--- config.mk ---
export PLATFORM = sky130hd
export DESIGN_NAME = cache_line_mem_master
export DESIGN_NICKNAME = d
export VERILOG_FILES = /design/src/rtl/cache_line_mem_master.sv
export SDC_FILE = /design/constraint.sdc
export NUM_CORES = 1
export LEC_CHECK = 0
export CAP_MARGIN = 20
export CORE_ASPECT_RATIO = 1.2
export CORE_MARGIN = 10
export CORE_UTILIZATION = 35
export CTS_CLUSTER_DIAMETER = 40
export CTS_CLUSTER_SIZE = 25
export DETAILED_ROUTE_END_ITERATION = 8
export PLACE_DENSITY_LB_ADDON = 0.08
export SYNTH_ARGS = -nofsm -noshare
export SYNTH_HDL_FRONTEND = slang
export SYNTH_SLANG_ARGS = --single-unit
--- constraint.sdc ---
create_clock -name clk -period 2.12 [get_ports clk]
set_clock_uncertainty 0.2 [all_clocks]
set_input_delay 0.424 -clock clk [delete_from_list [all_inputs] [get_ports clk]]
set_output_delay 0.424 -clock clk [all_outputs]
set_load 0.01 [all_outputs]
--- src/rtl/cache_line_mem_master.sv ---
// cache_line_mem_master: initiator side of the main-memory request/ready port.
// Turns one cache-line command (fill or writeback) into a 4-word memory burst.
//   Cache side : line_req/line_rw/line_addr/line_wdata in;
//                line_busy/line_done/line_rdata/line_error out.
//   Memory side: memory_request/memory_address/memory_rw/memory_data_in out;
//                memory_ready_to_interface/memory_data_out in.
// Optional macro MEM_MASTER_TIMEOUT_EN adds a per-phase watchdog with an ERR
// state. Without it, line_error is tied low and the block waits indefinitely.
module cache_line_mem_master #(
    parameter  int unsigned BEATS          = 4,
    parameter  int unsigned TIMEOUT_CYCLES = 64,
    localparam int unsigned ADDR_W         = 32,
    localparam int unsigned WORD_W         = 32,
    localparam int unsigned LINE_W         = 128
) (
    input  logic              clk,
    input  logic              reset,
    input  logic              line_req,
    input  logic              line_rw,
    input  logic [ADDR_W-1:0] line_addr,
    input  logic [LINE_W-1:0] line_wdata,
    output logic              line_busy,
    output logic              line_done,
    output logic [LINE_W-1:0] line_rdata,
    output logic              line_error,
    output logic              memory_request,
    output logic [ADDR_W-1:0] memory_address,
    output logic              memory_rw,
    output logic [WORD_W-1:0] memory_data_in,
    input  logic              memory_ready_to_interface,
    input  logic [WORD_W-1:0] memory_data_out
);

    localparam int unsigned BEAT_W = 2;
    localparam logic [BEAT_W-1:0] LAST_BEAT = BEAT_W'(BEATS - 1);

`ifdef MEM_MASTER_TIMEOUT_EN
    typedef enum logic [2:0] {
        S_IDLE, S_ISSUE, S_WAIT_BUSY, S_BEAT, S_DONE, S_ERR
    } state_t;
`else
    typedef enum logic [2:0] {
        S_IDLE, S_ISSUE, S_WAIT_BUSY, S_BEAT, S_DONE
    } state_t;
`endif

    state_t              r_state;
    state_t              w_next_state;
    logic [BEAT_W-1:0]   r_beat;
    logic [LINE_W-1:0]   r_wdata;
    logic [3*WORD_W-1:0] r_rbuf;
    logic                w_accept;
    logic                w_beat;
    logic                w_unused;

`ifdef MEM_MASTER_TIMEOUT_EN
    localparam int unsigned TO_W = $clog2(TIMEOUT_CYCLES + 1);
    localparam logic [TO_W-1:0] TO_LAST = TO_W'(TIMEOUT_CYCLES - 1);
    logic [TO_W-1:0] r_to_cnt;
    logic            w_timeout;
    assign w_unused = ^line_addr[3:0];
`else
    assign w_unused   = ^{line_addr[3:0], (TIMEOUT_CYCLES == 0)};
    assign line_error = 1'b0;
`endif

    // State register
    always_ff @(posedge clk or negedge reset) begin
        if (!reset) r_state <= S_IDLE;
        else        r_state <= w_next_state;
    end

    // Next-state logic; the watchdog only fires when no progress is made
    always_comb begin
        w_next_state = r_state;
        w_accept     = (r_state == S_ISSUE) && memory_request && memory_ready_to_interface;
        w_beat       = (r_state == S_BEAT) && memory_ready_to_interface;
        unique case (r_state)
            S_IDLE:      if (line_req) w_next_state = S_ISSUE;
            S_ISSUE:     if (w_accept) w_next_state = S_WAIT_BUSY;
            S_WAIT_BUSY: if (!memory_ready_to_interface) w_next_state = S_BEAT;
            S_BEAT:      if (w_beat && (r_beat == LAST_BEAT)) w_next_state = S_DONE;
            default:     w_next_state = S_IDLE;
        endcase
`ifdef MEM_MASTER_TIMEOUT_EN
        w_timeout = (r_to_cnt == TO_LAST) && !w_beat && (w_next_state == r_state) &&
                    (r_state inside {S_ISSUE, S_WAIT_BUSY, S_BEAT});
        if (w_timeout) w_next_state = S_ERR;
`endif
    end

    // Registered outputs and burst datapath
    always_ff @(posedge clk or negedge reset) begin
        if (!reset) begin
            line_busy      <= 1'b0;
            line_done      <= 1'b0;
            line_rdata     <= '0;
            memory_request <= 1'b0;
            memory_address <= '0;
            memory_rw      <= 1'b0;
            memory_data_in <= '0;
            r_beat         <= '0;
            r_wdata        <= '0;
            r_rbuf         <= '0;
        end else begin
            line_done <= (w_next_state == S_DONE);
            unique case (r_state)
                S_IDLE: begin
                    if (line_req) begin
                        memory_address <= {line_addr[ADDR_W-1:4], 4'h0};
                        memory_rw      <= line_rw;
                        r_wdata        <= line_wdata;
                        line_busy      <= 1'b1;
                        memory_request <= 1'b1;
                        memory_data_in <= line_rw ? line_wdata[WORD_W-1:0] : '0;
                        r_beat         <= '0;
                    end
                end
                S_ISSUE: begin
                    if (w_next_state != S_ISSUE) memory_request <= 1'b0;
                end
                S_WAIT_BUSY: begin
                    r_beat <= '0;
                end
                S_BEAT: begin
                    if (w_beat) begin
                        r_beat <= r_beat + BEAT_W'(1);
                        if (memory_rw) begin
                            // Present the next word; after the last beat the bus returns to 0
                            unique case (r_beat)
                                2'd0:    memory_data_in <= r_wdata[2*WORD_W-1:WORD_W];
                                2'd1:    memory_data_in <= r_wdata[3*WORD_W-1:2*WORD_W];
                                2'd2:    memory_data_in <= r_wdata[4*WORD_W-1:3*WORD_W];
                                default: memory_data_in <= '0;
                            endcase
                        end else begin
                            // Last word goes straight to line_rdata with the buffered three
                            unique case (r_beat)
                                2'd0:    r_rbuf[WORD_W-1:0]          <= memory_data_out;
                                2'd1:    r_rbuf[2*WORD_W-1:WORD_W]   <= memory_data_out;
                                2'd2:    r_rbuf[3*WORD_W-1:2*WORD_W] <= memory_data_out;
                                default: line_rdata <= {memory_data_out, r_rbuf};
                            endcase
                        end
                    end
                end
                default: begin
                    line_busy      <= 1'b0;
                    memory_data_in <= '0;
                end
            endcase
        end
    end

`ifdef MEM_MASTER_TIMEOUT_EN
    // Phase watchdog: restarts on every state change and every beat
    always_ff @(posedge clk or negedge reset) begin
        if (!reset) begin
            r_to_cnt   <= '0;
            line_error <= 1'b0;
        end else begin
            line_error <= (w_next_state == S_ERR);
            if ((w_next_state != r_state) || w_beat) r_to_cnt <= '0;
            else if (r_to_cnt != TO_LAST)            r_to_cnt <= r_to_cnt + TO_W'(1);
        end
    end
`endif

endmodule
## After elaboration in Yosys (flattened, before gate mapping)

Cells that the tools add are included.

- Register bits: 421
- Bits of input ports: 197
- Output and inout port bits: 197
- Logic and storage cells: 68

- $add $sub $neg: 1
- Equal/unequal tests: 12
- Muxes and demuxes: 18
- Bitwise operators: 4
- Reduce and logical (&&, ||, !) cells: 20

Operators with widths:

| cell | number |
|---|---|
| $pmux W32 S3 | 2 |
| $mux W32 | 4 |
| $reduce_and A4 Y1 | 5 |
| $mux W3 | 4 |
| $pmux W3 S4 | 1 |
| $eq A3 B2 Y1 const B | 2 |
| $ne A2 B2 Y1 const B | 3 |
| $pmux W2 S3 | 1 |
| $reduce_and A3 Y1 | 2 |
| $reduce_or A3 Y1 | 2 |
| $eq A2 B2 Y1 const B | 2 |
| $logic_and A1 B1 Y1 | 4 |
| $mux W2 | 2 |
| $not A1 Y1 | 4 |
| $pmux W1 S2 | 2 |
| $reduce_and A2 Y1 | 2 |
| $eq A3 B1 Y1 const B | 1 |
| $eq A3 B3 Y1 const B | 1 |
| $logic_not A3 Y1 | 1 |
| $ne A3 B1 Y1 const B | 1 |
| $reduce_bool A3 Y1 | 1 |
| $add A2 B1 Y2 const B | 1 |
| $eq A2 B1 Y1 const B | 1 |
| $logic_not A2 Y1 | 1 |
| other kinds (4) | 5 |

## Logic depth before layout (Yosys ltp)

Gate-level depths: netlist (run 1).

- Word-level depth: 8
- Depth in mapped cells: 7
- Depth with buffers taken out: 5

## Least setup slack after synthesis (run 1)

OpenSTA, ideal clock, no wires.

- Kind: input to register
- Start: input port memory_ready_to_interface
- End: register line_rdata[10]
- Setup time: 0.125 ns
- Arrival: 1.674 ns
- Data required time: 1.795 ns
- Path slack: 0.121 ns
- Stages on the path: 6
- Cell sequence: buf_2 -> nand4b_4 -> nor3b_2 -> buf_2 -> buf_4 -> mux2_2

- Cells in the longest elaborated chain, start to end: 2

RTL lines:

| what | RTL line | source |
|---|---|---|
| start: declaration | 30 | `input logic memory_ready_to_interface,` |
| $logic_and A1 B1 Y1 | 77 | `w_beat = (r_state == S_BEAT) && memory_ready_to_interface;` |
| $reduce_and A4 Y1 (no source line) | -- |  |
| end signal: assignment | 142 | `default: line_rdata <= {memory_data_out, r_rbuf};` |
| end: declaration | 24 | `output logic [LINE_W-1:0] line_rdata,` |

No other way between the ends.
A chain may end at the register's enable or synchronous reset.

## Final worst setup path (run 1)

- Start: register r_beat[0]
- End: register memory_data_in[21]

- Cells in the longest elaborated chain, start to end: 5
- Elaborated cells on any way between the ends: 7
- Classes of those cells: eq/ne (2); mux (4); reduce/logical (1)

RTL lines:

| what | RTL line | source |
|---|---|---|
| start: declaration | 49 | `logic [BEAT_W-1:0] r_beat;` |
| start signal: assignment | 127 | `r_beat <= r_beat + BEAT_W'(1);` |
| $eq A2 B2 Y1, or another cell as far along | 130 | `unique case (r_beat)` |
| $pmux W32 S3 (*) | 130 |  |
| $mux W32 (*) | 128 | `if (memory_rw) begin` |
| $mux W32 (*) | 126 | `if (w_beat) begin` |
| $pmux W32 S3 (*) | 107 | `unique case (r_state)` |
| end signal: assignment | 131 | `2'd0: memory_data_in <= r_wdata[2*WORD_W-1:WORD_W];` |
| end signal: assignment | 132 | `2'd1: memory_data_in <= r_wdata[3*WORD_W-1:2*WORD_W];` |
| end signal: assignment | 133 | `2'd2: memory_data_in <= r_wdata[4*WORD_W-1:3*WORD_W];` |
| end: declaration | 29 | `output logic [WORD_W-1:0] memory_data_in,` |

Mark *: on every way between the ends. The rest lies on a longest branch, timed or not. The select of a mux whose other input is x is not followed.

==> impl_metrics.py, run 1 <==
metrics = {
    "status": {
        "status": "finished, final reports clean",
    },
    "final_layout": {
        "multi_input_area_um2": 5330,
        "nets": 1602,
        "drive_gt1_share_pct": 39.2,
        "post-route-util_pct": 51.8,
        "area_growth_pct": 45.6,
        "area.sequential_um2": 9740,
        "final_area_um2": 22300,
        "finalNonFillerCells": 2001,
        "n_fill_cell": 3737,
    },
    "die": {
        "fp.dieW_um": 211,
        "die_y_um": 249,
        "start_util_pct": 35.6,
        "rows": 83,
        "io_pins": 394,
        "dieArea_um2": 52600,
        "core_area_um2": 43100,
    },
    "synth": {
        "synthArstFlopShare_pct": 100,
        "synth_top_area_cell": "dfrtp_1",
        "syn_inst": 945,
        "avgSynthCellArea_um2": 16.2,
        "synth_edf_count": 0,
        "netlist_top_cells_area": "dfrtp_1 63%, mux2_2 27%, a222oi_1 2.1%, o2bb2ai_1 1.9%, buf_2 1.0%",
        "ys.flop_type": "dfrtp_1",
        "ys_ff_latch": 389,
        "synth_area_um2": 15300,
        "ys_seq_area_share_pct": 63.4,
        "synthDominantCellAreaShare_pct": 63.4,
        "synthDistinctLibCells": 31,
        "yosysWarnings": 0,
    },
    "route": {
        "drt_iter0_drc": 434,
        "wl_per_cell_um": 22.9,
        "viasPerCell": 4.98,
        "route.detailed.drc": 0,
        "finalWirelength_um": 45900,
        "ant_nets": 0,
        "dr.pass1.iters": 5,
        "via_count": 9957,
    },
    "global_route": {
        "grt_pass1_wl_um": 69000,
        "grt_pass1_vias": 10845,
        "grt_max_degree": 52,
        "gr-total-overflow": 0,
        "antenna_found_initial": 2,
        "grt.total_usage_pct": 17.0,
    },
    "setup_path": {
        "crit_arrival_ns": 2.34,
        "crit_start": "r_beat[0]",
        "crit_type": "flip-flop to flip-flop",
        "path_buf_inv": 3,
        "path_cells": "buf_4 -> ha_4 -> buf_12 -> buf_4 -> a222oi_1 -> o2bb2ai_1 -> mux2_2",
        "crit_fanout": 16,
        "crit_slowest_cell": "dfrtp_1",
        "cp-start-kind": "flip-flop",
        "crit_path_end_kind": "flip-flop",
        "crit_required_ns": 2.39,
        "r2r-start": "r_beat[0]",
        "cp_slowest_stage_delay_ns": 0.39,
        "critical_path.top_delay_family": "compound AO/OA/AOI/OAI gates",
        "critPathMostFrequentCell": "buf_4",
    },
    "power_and_ir_drop": {
        "finalPower_mw": 18.4,
        "powerDensity_nw_per_um2": 824,
        "p_int_mw": 14.0,
        "pwr-share-seq_pct": 41.6,
        "swShare_pct": 24.1,
        "clockPowerShare_pct": 53.4,
        "power_frac_comb_pct": 5.0,
        "ir_drop_mv": 0.637,
        "switching_power_mw": 4.43,
        "p_leak_nw": 11.0,
    },
    "clock_tree": {
        "tritoncts_num_sinks": 389,
        "root_buffer": "clkbuf_16",
        "clkTransAtPathRegs_ns": 0.07,
        "clock_latency_ns": 0.59,
        "cts_buffers": 59,
        "clockBufferDepth": 3,
        "cts_tree": "done",
        "cts_max_level": 2,
    },
    "timing": {
        "tightest_slew_ns": 0.549,
        "rsz0062_at_grt": "true",
        "drv_slew": 0,
        "fin_crit_ns": 2.07,
        "fin_setup_tns_ns": 0,
        "fmax_mhz": 483,
        "finalCritPeriodShare_pct": 97.6,
        "max-slew-margin-rel_pct": 63.4,
        "setup_violations": 0,
        "hold_violations": 0,
    },
    "placed_design": {
        "dp_hpwl_um": 31000,
        "numPortBuffers": 384,
        "dpl_cell_area_um2": 20400,
        "gp_congestion": 0.725,
        "dpl.cell_count": 1880,
    },
    "min_path": {
        "worstHoldPathType": "input pin to async pin",
    },
    "flow_run": {
        "maxCapViolCount": 0,
    },
}
==> cell families (layout without fill, tap and decap cells) <==
family	Yosys count	count (layout)	share of synthesized area, %
AO/OA/AOI/OAI	75	75	4.41
flip-flops	389	389	63.4
adder cells (fa/ha/maj)	5	5	0.408
buffers and inverters	69	568	2.48
XOR/XNOR	1	1	0.0571
AND/OR/NAND/NOR	24	24	1.21
multiplexers	381	381	28.0
other	1	6	0.0244
==> state kept, by name (all words and copies together), names as in the netlist <==
| name | cells |
|---|---|
| line_rdata | 128 |
| r_rbuf | 96 |
| r_wdata | 96 |
| memory_data_in | 32 |
| memory_address | 28 |
| r_state | 3 |
| r_beat | 2 |
| line_busy | 1 |
| line_done | 1 |
| memory_request | 1 |
| memory_rw | 1 |
==> Yosys cell counts (4+ instances only) <==
cell,instances
a222oi_1,32
clkbuf_1,13
buf_2,31
nor3b_2,4
mux2_2,373
buf_4,20
nor2_1,4
dfrtp_1,389
o2bb2ai_1,33
ha_1,5
nand2_1,6
mux2_1,8
==> power groups by stage <==
stage | sequential [mW] | combinational, mW | clock [mW]
global placement | 7.79 | 0.966 | 0
global route | 7.67 | 1.00 | 10.5
CTS | 7.66 | 0.942 | 10.1
floorplan | 7.81 | 0.171 | 0
detailed placement | 7.80 | 0.971 | 0
finish | 7.66 | 0.917 | 9.84
==> cells in the final DEF, fill, tap and decap left out, types with 5 or more instances in the layout <==
cell type and instances:
dlygate4sd2_1 192, clkinvlp_4 5, clkinv_4 5, clkinv_2 5, buf_4 41, mux2_2 372
conb_1 5, clkdlybuf4s50_1 191, dfrtp_1 387, o2bb2ai_1 33, inv_8 5, clkinv_8 5
buf_12 26, nand2_1 6, a222oi_1 32, mux2_1 8, inv_6 17, clkbuf_16 62
==> path summary, 6_finish.rpt <==
| check | to | slack [ns] | cells after the start |
|---|---|---|---|
| min in group clk | r_wdata[55] | 0.24 | 2 |
| setup / recovery | memory_data_in[21] | 0.05 | 7 |
| hold / removal | memory_address[9] | 0.20 | 2 |
| setup reg to reg | memory_data_in[21] | 0.05 | 7 |
| max in group asynchronous | memory_rw | 0.81 | 3 |
| hold reg to reg | memory_data_in[28] | 0.28 | 1 |
==> repair_timing <==
action,4_1_cts,5_1_grt
hold buffers,1,0
setup buffers,1,6
gates resized for setup,193,12
pin swaps,1,6
endpoints found under the hold margin,123,0
setup endpoints to repair,193,134
gates cloned,0,3
==> per-stage QoR <==
step | hold WS [ns] | worst slack, ns
after global routing | 0.210 | -0.0307
after CTS | 0.175 | 0.00883
after detailed placement | 0.223 | -0.409
final | 0.199 | 0.0515
after global placement | 0.221 | -0.391
after floorplan | -0.0716 | 0.121
==> final cells by class <==
type                    count  area share, %
flip-flops and latches    389           43.6
multi-input cells         491           23.8
inverters                   3         0.0504
well taps                 552           3.09
repair buffers            456           20.3
diodes                      1         0.0112
clock inverters            47           2.37
clock buffers              62           6.75
==> layer usage <==
| layer | GRT usage [%] | wire, um | up-vias |
|---|---|---|---|
| met3 | 5.68 | 3780 | 64 |
| met1 | 20.9 | 18800 | 5148 |
| li1 | - | - | 4427 |
| met5 | 0 | 10 | - |
| met2 | 28.1 | 22500 | 316 |
| met4 | 4.40 | 722 | 2 |
Note: power is estimated with default switching activity, not from simulation.
==> inputs of run 2 (changes only) <==
- CAP_MARGIN: 20 -> 10
- clock period: 2.12 -> 1.69 ns (I/O delays scaled with it)
==> run 2 against run 1 <==
The flow now finishes with violations (negative setup slack). Power increased by 18%. Sequential power increased by 26%. Clock-buffer cell count is 3 lower. Hold slack got worse by 0.036 ns. Die area did not move. Non-clock buffer count is 46 higher. Sequential share of layout area is 0.35 points higher. Maximum frequency grew 1.6%. Critical endpoint is now r_rbuf[65]. Setup slack lost 0.40 ns. Largest cell class unchanged. Design area down 0.80%.
==> impl_metrics.py, run 2 (synthesized netlist as in run 1, its figures left out) <==
metrics = {
    "status": {
        "status": "finished, violations left",
        "violations": "negative setup slack",
    },
    "placed_design": {
        "gp_congestion": 0.734,
        "dp_hpwl_um": 31900,
        "place_ws_ns": -0.702,
        "dpl_cell_area_um2": 20900,
        "numPortBuffers": 384,
        "dpl.cell_count": 1910,
    },
    "timing": {
        "setup_violations": 384,
        "tightest_slew_ns": 0.576,
        "worst_slack_ns": -0.346,
        "rsz0062_at_grt": "true",
        "finalCritPeriodShare_pct": 120,
        "drv_slew": 0,
        "hold_violations": 0,
        "fin_crit_ns": 2.04,
        "fmax_mhz": 491,
        "max-slew-margin-rel_pct": 61.5,
    },
    "setup_path": {
        "path_depth": 7,
        "cp-start-kind": "flip-flop",
        "crit_required_ns": 1.95,
        "cp_slowest_stage_delay_ns": 0.41,
        "crit_arrival_ns": 2.29,
        "crit_slowest_cell": "dfrtp_1",
        "r2r-start": "r_beat[0]",
        "path_cells": "inv_2 -> ha_4 -> buf_6 -> nor3b_4 -> buf_4 -> buf_12 -> mux2_2",
        "crit_type": "flip-flop to flip-flop",
        "critical_path.top_delay_family": "buffers and inverters",
        "crit_path_end_kind": "flip-flop",
        "crit_start": "r_beat[0]",
        "r2r_cells": 7,
        "path_buf_inv": 4,
        "crit_fanout": 21,
    },
    "global_route": {
        "busiest_layer": "met2",
        "grt_max_degree": 61,
        "grt_pass1_wl_um": 68600,
        "use_met2_pct": 27.6,
        "grt.total_usage_pct": 16.7,
        "gr-total-overflow": 0,
        "grt_pass1_vias": 11016,
        "grtUsageMet3_pct": 6.25,
        "use_met1_pct": 20.0,
        "antenna_found_initial": 8,
    },
    "clock_tree": {
        "root_buffer": "clkbuf_16",
        "cts_max_level": 2,
        "clkTransAtPathRegs_ns": 0.06,
        "cts_tree": "done",
        "cts_buffers": 50,
        "tritoncts_num_sinks": 389,
        "clockBufferDepth": 3,
        "clock_latency_ns": 0.57,
    },
    "route": {
        "ant_nets": 0,
        "finalWirelength_um": 44600,
        "dr.pass1.iters": 5,
        "route.detailed.drc": 0,
        "drt_iter0_drc": 359,
        "viasPerCell": 4.87,
        "wl_per_cell_um": 22.0,
        "via_count": 9902,
    },
    "final_layout": {
        "final_area_um2": 22200,
        "drive_gt1_share_pct": 53.8,
        "final_common_cell": "dfrtp_1",
        "largest_reg_flops": 128,
        "nets": 1639,
        "top_register": "line_rdata",
        "finalNonFillerCells": 2034,
        "post-route-util_pct": 51.4,
        "top_regs": "line_rdata (128), r_rbuf (96), r_wdata (96)",
        "final_cell_mix": "387 x dfrtp_1, 297 x mux2_2, 191 x clkdlybuf4s50_1",
        "area_growth_pct": 44.4,
    },
    "die": {
        "io_pins": 394,
        "rows": 83,
        "dieArea_um2": 52600,
        "start_util_pct": 35.6,
        "die_y_um": 249,
        "fp.dieW_um": 211,
        "core_area_um2": 43100,
    },
    "min_path": {
        "worstHoldPathType": "input pin to async pin",
    },
    "power_and_ir_drop": {
        "p_leak_nw": 10.9,
        "finalPower_mw": 21.8,
        "powerDensity_nw_per_um2": 985,
        "ir_drop_mv": 0.814,
    },
    "flow_run": {
        "maxCapViolCount": 0,
    },
}
==> run 2: path summary, 6_finish.rpt <==
path,endpoint,slack (ns)
max in group asynchronous,line_rdata[112],0.14
setup reg to reg,r_rbuf[65],-0.35
min in group clk,r_wdata[37],0.17
hold reg to reg,line_busy,0.29
hold / removal,line_rdata[48],0.16
setup / recovery,r_rbuf[65],-0.35
==> run 2: final cells by class <==
cell class / instances / area, um^2
fill: 3690 / 20900
clock buffer: 59 / 1360
sequential: 389 / 9740
timing repair buffer: 502 / 4320
clock inverter: 33 / 398
antenna: 5 / 12.5
inverter: 3 / 11.3
multi-input combinational: 491 / 5640
tap: 552 / 691
==> run 2: worst min-delay path, cell delays in order <==
cell           delay [ns]
dlygate4sd3_1        0.56
buf_8                0.16
buf_12               0.22
==> run 2: power by group <==
part           internal, mW  switching, mW  total, mW
logic                 0.700          0.475       1.17
clock network          6.75           4.28       11.0
registers              9.51          0.105       9.62
==> run 2: metal layers <==
layer / part of all wire (%) / vias to the layer above
met5: 0.11 / -
met4: 1.6 / 8
met3: 8.0 / 62
met2: 50 / 257
met1: 40 / 5109
li1: - / 4466
==> run 2: metrics by stage <==
stage	TNS [ns]	hold WS (ns)
global placement	-230.56	-0.0300
global route	-138.27	0.148
finish	-106.10	0.163
CTS	-111.89	0.134
detailed placement	-235.05	-0.0305
floorplan	-55.16	-0.158
==> run 2: what timing repair did <==
action | in CTS | in global routing
pin swaps | 3 | 10
hold endpoints to repair | 389 | 0
hold buffers | 2 | 0
endpoints found under the setup margin | 575 | 455
cloned | 2 | 4
resized for setup | 806 | 8
buffers inserted | 19 | 0
